--- config.mk ---
export PLATFORM = sky130hd
export DESIGN_NAME = imem_loader
export DESIGN_NICKNAME = d
export VERILOG_FILES = /design/src/rtl/imem_loader_pkg.sv /design/src/rtl/imem_loader_byte_to_word.sv /design/src/rtl/imem_loader.sv
export SDC_FILE = /design/constraint.sdc
export NUM_CORES = 1
export LEC_CHECK = 0
export CAP_MARGIN = 20
export CORE_ASPECT_RATIO = 0.7
export CORE_MARGIN = 2
export CORE_UTILIZATION = 49
export CTS_CLUSTER_SIZE = 20
export DETAILED_ROUTE_END_ITERATION = 7
export GPL_TIMING_DRIVEN = 0
export PLACE_DENSITY = 0.79
export SYNTH_ARGS = -nofsm -noshare
export SYNTH_HDL_FRONTEND = slang
export SYNTH_SLANG_ARGS = --single-unit
export TNS_END_PERCENT = 30
--- constraint.sdc ---
create_clock -name clk -period 2.2 [get_ports clk]
set_input_delay 0.33 -clock clk [delete_from_list [all_inputs] [get_ports clk]]
set_output_delay 0.33 -clock clk [all_outputs]
set_load 0.03 [all_outputs]
--- src/rtl/imem_loader_pkg.sv ---
// -----------------------------------------------------------------------------
// imem_loader_pkg
//   Shared definitions for the boot-time instruction-memory loader:
//   - state_t        : loader FSM state encoding (also exposed on dbg_state)
//   - HDR_LEN        : header length in bytes (LEN_HI, LEN_LO)
//   - BYTES_PER_WORD : stream bytes per instruction word
//   - word_addr()    : word index -> word-aligned byte address
// -----------------------------------------------------------------------------
package imem_loader_pkg;

  localparam int HDR_LEN        = 2;
  localparam int BYTES_PER_WORD = 4;

  typedef enum logic [2:0] {
    ST_IDLE   = 3'd0,
    ST_HDR_HI = 3'd1,
    ST_HDR_LO = 3'd2,
    ST_DATA   = 3'd3,
    ST_CSUM   = 3'd4,
    ST_DONE   = 3'd5,
    ST_ERROR  = 3'd6
  } state_t;

  // Instruction memory is byte addressed; words sit on 4-byte boundaries.
  function automatic logic [31:0] word_addr(input logic [15:0] idx);
    return {14'b0, idx, 2'b00};
  endfunction

endpackage

--- src/rtl/imem_loader_byte_to_word.sv ---
// -----------------------------------------------------------------------------
// imem_loader_byte_to_word
//   Assembles big-endian 32-bit words from a byte stream and keeps a running
//   XOR of every byte it has taken.
//
// Ports:
//   clk          in   system clock
//   rst_n        in   asynchronous active-low reset
//   i_clear      in   drop any partial word, zero counter and accumulator
//   i_byte_en    in   take i_byte this cycle
//   i_byte       in   stream byte
//   o_word_valid out  i_byte is the 4th byte of a word (combinational)
//   o_word       out  assembled word, valid with o_word_valid (combinational)
//   o_acc        out  XOR of all bytes taken since the last clear (registered)
// -----------------------------------------------------------------------------
module imem_loader_byte_to_word
  import imem_loader_pkg::*;
(
  input  logic        clk,
  input  logic        rst_n,
  input  logic        i_clear,
  input  logic        i_byte_en,
  input  logic [7:0]  i_byte,
  output logic        o_word_valid,
  output logic [31:0] o_word,
  output logic [7:0]  o_acc
);

  localparam logic [1:0] LAST_BYTE = 2'(BYTES_PER_WORD - 1);

  logic [1:0]  r_cnt;
  logic [23:0] r_shift;   // first three bytes of the word, MSB first
  logic [7:0]  r_acc;

  always_ff @(posedge clk or negedge rst_n) begin
    if (!rst_n) begin
      r_cnt   <= '0;
      r_shift <= '0;
      r_acc   <= '0;
    end else if (i_clear) begin
      r_cnt   <= '0;
      r_shift <= '0;
      r_acc   <= '0;
    end else if (i_byte_en) begin
      // 2-bit counter wraps back to 0 after the 4th byte of each word.
      r_cnt   <= r_cnt + 2'd1;
      r_shift <= {r_shift[15:0], i_byte};
      r_acc   <= r_acc ^ i_byte;
    end
  end

  // The 4th byte is still on the input; the word is completed combinationally
  // so the parent can register the memory write on the accepting edge.
  assign o_word_valid = i_byte_en && (r_cnt == LAST_BYTE);
  assign o_word       = {r_shift, i_byte};
  assign o_acc        = r_acc;

endmodule

--- src/rtl/imem_loader.sv ---
// -----------------------------------------------------------------------------
// imem_loader
//   Boot-time instruction-memory loader. Receives a framed byte stream
//   (LEN_HI, LEN_LO, 4*N data bytes MSB first, XOR checksum byte), writes the
//   words sequentially into instruction memory and holds the core in reset
//   until a frame has loaded with a matching checksum. reload restarts.
//
// Ports:
//   clk           in   system clock, rising edge
//   rst           in   asynchronous active-low reset
//   byte_valid    in   source presents byte_data
//   byte_data     in   stream byte
//   byte_ready    out  loader can take a byte
//   reload        in   single-cycle pulse: abort and restart at the header
//   imem_we       out  one-cycle instruction-memory write strobe
//   imem_addr     out  word-aligned byte address
//   imem_wdata    out  word to write
//   cpu_rst       out  active-high hold-in-reset for the core
//   load_done     out  frame loaded and checksum matched
//   load_err      out  length overflow or checksum mismatch
//   words_loaded  out  words written in the current frame
//   dbg_state     out  current FSM state (state_t encoding)
//
// Handshake: a byte transfers on a rising edge where byte_valid && byte_ready
// and reload is low. byte_ready is a registered function of the state (high
// only in HDR_HI, HDR_LO, DATA, CSUM); the source may hold byte_valid high
// for back-to-back transfers at one byte per cycle. A reload on the same edge
// wins: the presented byte is not consumed and must be offered again.
// -----------------------------------------------------------------------------
module imem_loader
  import imem_loader_pkg::*;
#(
  parameter int DEPTH = 256
)(
  input  logic        clk,
  input  logic        rst,
  input  logic        byte_valid,
  input  logic [7:0]  byte_data,
  output logic        byte_ready,
  input  logic        reload,
  output logic        imem_we,
  output logic [31:0] imem_addr,
  output logic [31:0] imem_wdata,
  output logic        cpu_rst,
  output logic        load_done,
  output logic        load_err,
  output logic [15:0] words_loaded,
  output logic [2:0]  dbg_state
);

  state_t      r_state;
  logic        r_byte_ready;
  logic        r_imem_we;
  logic [31:0] r_imem_addr;
  logic [31:0] r_imem_wdata;
  logic        r_cpu_rst;
  logic        r_load_done;
  logic        r_load_err;
  logic [15:0] r_word_index;
  logic [15:0] r_words_loaded;
  logic [7:0]  r_len_hi;
  logic [15:0] r_len;

  logic        w_xfer;
  logic        w_data_en;
  logic [15:0] w_len;
  logic        w_len_over;
  logic        w_word_valid;
  logic [31:0] w_word;
  logic [7:0]  w_acc;

  assign w_xfer     = byte_valid && r_byte_ready && !reload;
  assign w_data_en  = w_xfer && (r_state == ST_DATA);
  assign w_len      = {r_len_hi, byte_data};
  assign w_len_over = ({16'd0, w_len} > 32'(DEPTH));

  imem_loader_byte_to_word u_b2w (
    .clk          (clk),
    .rst_n        (rst),
    .i_clear      (reload),
    .i_byte_en    (w_data_en),
    .i_byte       (byte_data),
    .o_word_valid (w_word_valid),
    .o_word       (w_word),
    .o_acc        (w_acc)
  );

  always_ff @(posedge clk or negedge rst) begin
    if (!rst) begin
      r_state        <= ST_IDLE;
      r_byte_ready   <= 1'b0;
      r_imem_we      <= 1'b0;
      r_imem_addr    <= '0;
      r_imem_wdata   <= '0;
      r_cpu_rst      <= 1'b1;
      r_load_done    <= 1'b0;
      r_load_err     <= 1'b0;
      r_word_index   <= '0;
      r_words_loaded <= '0;
      r_len_hi       <= '0;
      r_len          <= '0;
    end else if (reload) begin
      // Abort whatever is in flight. Already-written memory stays as is;
      // the partial word is dropped inside the assembler.
      r_state        <= ST_HDR_HI;
      r_byte_ready   <= 1'b1;
      r_imem_we      <= 1'b0;
      r_cpu_rst      <= 1'b1;
      r_load_done    <= 1'b0;
      r_load_err     <= 1'b0;
      r_word_index   <= '0;
      r_words_loaded <= '0;
      r_len_hi       <= '0;
      r_len          <= '0;
    end else begin
      r_imem_we <= 1'b0;
      case (r_state)
        ST_IDLE: begin
          r_state      <= ST_HDR_HI;
          r_byte_ready <= 1'b1;
        end

        ST_HDR_HI: begin
          if (w_xfer) begin
            r_len_hi <= byte_data;
            r_state  <= ST_HDR_LO;
          end
        end

        ST_HDR_LO: begin
          if (w_xfer) begin
            r_len <= w_len;
            if (w_len == 16'd0) begin
              // Empty program: checksum of zero bytes is 0x00.
              r_state <= ST_CSUM;
            end else if (w_len_over) begin
              r_state      <= ST_ERROR;
              r_byte_ready <= 1'b0;
              r_load_err   <= 1'b1;
            end else begin
              r_state <= ST_DATA;
            end
          end
        end

        ST_DATA: begin
          if (w_word_valid) begin
            r_imem_we      <= 1'b1;
            r_imem_addr    <= word_addr(r_word_index);
            r_imem_wdata   <= w_word;
            r_word_index   <= r_word_index + 16'd1;
            r_words_loaded <= r_words_loaded + 16'd1;
            // r_len >= 1 here, so r_len - 1 cannot underflow.
            if (r_word_index == r_len - 16'd1) begin
              r_state <= ST_CSUM;
            end
          end
        end

        ST_CSUM: begin
          if (w_xfer) begin
            r_byte_ready <= 1'b0;
            if (byte_data == w_acc) begin
              r_state     <= ST_DONE;
              r_load_done <= 1'b1;
              r_cpu_rst   <= 1'b0;
            end else begin
              r_state    <= ST_ERROR;
              r_load_err <= 1'b1;
            end
          end
        end

        ST_DONE, ST_ERROR: begin
          // Terminal until reload.
        end

        default: begin
          r_state      <= ST_IDLE;
          r_byte_ready <= 1'b0;
        end
      endcase
    end
  end

  assign byte_ready   = r_byte_ready;
  assign imem_we      = r_imem_we;
  assign imem_addr    = r_imem_addr;
  assign imem_wdata   = r_imem_wdata;
  assign cpu_rst      = r_cpu_rst;
  assign load_done    = r_load_done;
  assign load_err     = r_load_err;
  assign words_loaded = r_words_loaded;
  assign dbg_state    = r_state;

endmodule

==> flow_metrics.py <==
metrics = {
    "run_status": {
        "status": "finished, violations left",
        "violations": "setup timing",
    },
    "global_routing": {
        "grt_pass1_wl_microns": 29520,
        "track_usage_pct": 24.49,
        "gr-total-overflow": 0,
        "grt_pass1_vias": 5523,
        "grt_antenna_before_repair": 0,
        "grt_max_degree": 78,
    },
    "synthesis": {
        "synth-edff-count": 0,
        "synth_warnings": 0,
        "synth_xor_area_share_pct": 7.000,
        "synth.distinct_cells": 54,
        "synth_top_cell_by_area": "dfrtp_1",
        "mappedNetlistArea_sq_um": 7007,
        "synth_top_family_by_area": "simple AND/OR/NAND/NOR gates",
        "yosys.area_share.simple_pct": 24.89,
        "ys.flop_type": "dfrtp_1",
        "synthCells": 783,
        "synth_fa_ha_area_share_pct": 0.7143,
        "synth.area.top_cells": "dfrtp_1, nand2_1, xor2_1",
        "muxShareOfSynthArea_pct": 1.732,
        "yosysTopAreaCellShare_pct": 51.79,
        "synth_seq_cells": 146,
        "synth-compound-area-share_pct": 8.518,
        "syn_area_per_cell_sq_um": 8.949,
        "async_flop_share_pct": 100.0,
        "ys_seq_area_share_pct": 52.16,
    },
    "power_and_ir_drop": {
        "p_sw_mw": 2.307,
        "seqPwrFrac_pct": 40.1,
        "p_per_area_nw_per_um2": 839.0,
        "pwr-share-clk_pct": 39.3,
        "internal_power_mw": 5.190,
        "peakVddDrop_v": 0.0006654,
        "swShare_pct": 30.77,
        "leakagePower_nw": 4.163,
        "pwr-share-comb_pct": 20.7,
    },
    "finish": {
        "area_growth_pct": 27.54,
        "layout_commonest_cell": "nand2_1",
        "layout_common_cells": "nand2_1, dfrtp_1, clkdlybuf4s50_1",
        "finalNetCount": 921,
        "diodes": 0,
        "drive_gt1_share_pct": 11.33,
        "stdcell_count": 1108,
    },
    "cts": {
        "clkLatencyLatePin_ps": 430,
        "cts_root_buf": "clkbuf_16",
        "cts_buffers": 17,
        "clock_path_buffers": 2,
        "clk_pin_slew_ps": 60,
        "clock-sinks": 146,
        "cts_tree": "built",
        "htreeDepth": 4,
    },
    "worst_setup_path": {
        "critical_path.max_stage_delay_ps": 590,
        "critPathTopFamily": "simple AND/OR/NAND/NOR gates",
        "start_kind": "flip-flop",
        "slowest_stage": "or4_1",
        "endpoint_kind": "flip-flop",
        "crit_chain": "or4_1 -> nor2_1 -> xnor2_1 -> mux2i_1 -> o21ai_0 -> a31oi_4 -> o21a_1",
        "worstPathRequired_ps": 2510,
        "crit_path_max_fanout": 6,
        "cp.depth": 7,
        "rr_worst_depth": 7,
        "worstSetupPathType": "flip-flop to flip-flop",
        "path_buf_inv": 0,
        "critPathArrivalTime_ps": 2560,
    },
    "die": {
        "die_w_microns": 146.9,
        "start_util_pct": 50.18,
        "design.portCount": 100,
        "placement_rows": 36,
        "coreArea_sq_um": 13960,
        "die_y_microns": 104.1,
        "die-area_sq_um": 15290,
    },
    "run": {
        "maxCapViolations": 0,
    },
    "sta": {
        "fmax_ghz": 0.4452,
        "finalHoldViolCount": 0,
        "finalSetupViolations": 2,
        "fin_crit_sh_pct": 102.1,
        "timing.hold.ws_ps": 312.8,
        "drv_slew": 0,
        "setup_tns_ps": -86.31,
        "worst_pin_slew_ps": 665.4,
        "finalCriticalPeriod_ps": 2246,
        "finClkSkew_ps": 9.205,
        "grt_setup_unrepaired": "true",
        "setup_slack_ps": -46.03,
        "relSlewSlack_pct": 55.64,
    },
    "route": {
        "vias": 6044,
        "drc": 0,
        "ant_nets": 0,
        "initialDrtViolationCount": 651,
        "totalWireLength_microns": 18490,
        "viasPerCell": 5.455,
        "wire_per_inst_microns": 16.68,
        "drt_first_pass_iters": 7,
    },
    "placed_design": {
        "port_buffers": 77,
        "placed_cells": 1066,
        "hpwl_microns": 12330,
        "routabilityCongestion": 0.9144,
    },
    "worst_hold_path": {
        "min_path_cells": 3,
        "min_path_type": "input pin to flip-flop",
    },
}
power by group through the flow:
stage / Sequential [mW] / Combinational, mW / Clock, mW
finish: 3.00 / 1.55 / 2.94
CTS: 2.99 / 1.45 / 2.96
global route: 3.02 / 1.68 / 3.09
floorplan: 3.05 / 0.926 / 0
detailed placement: 3.03 / 1.35 / 0
global placement: 3.03 / 1.32 / 0
worst reg2reg max path: stages (launching register included):
cell,delay (ps)
dfrtp_2,450
or4_1,590
nor2_1,180
xnor2_1,140
mux2i_1,90
o21ai_0,330
a31oi_4,170
o21a_1,190
layout make-up:
class,instances,area (sq um)
multi-input combinational,579,3183
inverter,10,37.54
timing repair buffer,90,904.6
buffer,61,312.8
fill,1157,5027
clock buffer,19,432.9
sequential,146,3665
tap,190,237.7
clock inverter,13,162.7
repair_timing:
action                     CTS  global route
setup endpoints to repair   59            42
pin swaps                   14             7
resized for setup           24            13
hold endpoints to repair    69             0
buffers inserted             5             6
hold buffers                 1             0
final timing paths:
path                                   start               end  slack, ps
worst max register to register      r_len[0]      dbg_state[1]        -50
min in group asynchronous                rst      imem_addr[9]        460
worst max-delay path                r_len[0]      dbg_state[1]        -50
max in group asynchronous                rst          r_len[6]        910
worst min-delay path            byte_data[3]  u_b2w.r_shift[3]        310
worst min register to register       cpu_rst           cpu_rst        480
flip-flops by register name, indices dropped and copies added (netlist names), 3 cells and up:
register / flops
imem_wdata: 32
r_len: 16
r_len_hi: 8
words_loaded: 16
u_b2w.r_shift: 24
r_word_index: 16
u_b2w.o_acc: 8
dbg_state: 3
imem_addr: 16
cell families after synthesis:
group                    count (synthesis)
adder cells (fa/ha/maj)                  4
multiplexers                            12
AND/OR/NAND/NOR                        399
XOR/XNOR                                56
AO/OA/AOI/OAI                           92
flip-flops                             146
buffers and inverters                   73
other                                    1
per-layer routing:
layer | global-route usage (%) | wire length [microns] | part of all wire [%]
met3 | 6.140 | 1799 | 9.7
met4 | 6.387 | 191 | 1.0
met2 | 32.53 | 7726 | 42
met5 | 0 | 0 | 0
met1 | 39.32 | 8768 | 47
cells in the mapped netlist (4+ instances only):
cell      number
a21oi_1       15
a31oi_1        4
buf_1          4
buf_2          6
buf_4         17
clkbuf_1      36
dfrtp_1      145
ha_1           4
inv_1          8
mux2i_1       11
nand2_1      261
nand2b_1       4
nand3_1       16
nand4_1       15
nor2_1        58
nor3_1         9
nor4_1         4
o211ai_1      24
o21ai_0       35
or3_1         10
xnor2_1       27
xor2_1        29
per-stage QoR:
| stage | util (%) | power (mW) | area (sq um) | worst slack (ps) |
|---|---|---|---|---|
| after floorplan | - | 3.975 | 7063 | 57.18 |
| after global placement | 57.80 | 4.350 | 8071 | -5024 |
| after detailed placement | 58.01 | 4.381 | 8100 | -636.6 |
| after CTS | 63.30 | 7.407 | 8838 | -18.87 |
| after global routing | 64.00 | 7.784 | 8936 | -185.9 |
| final | 64.00 | 7.497 | 8936 | -46.03 |
No activity file was read; power rests on OpenSTA's default activity.
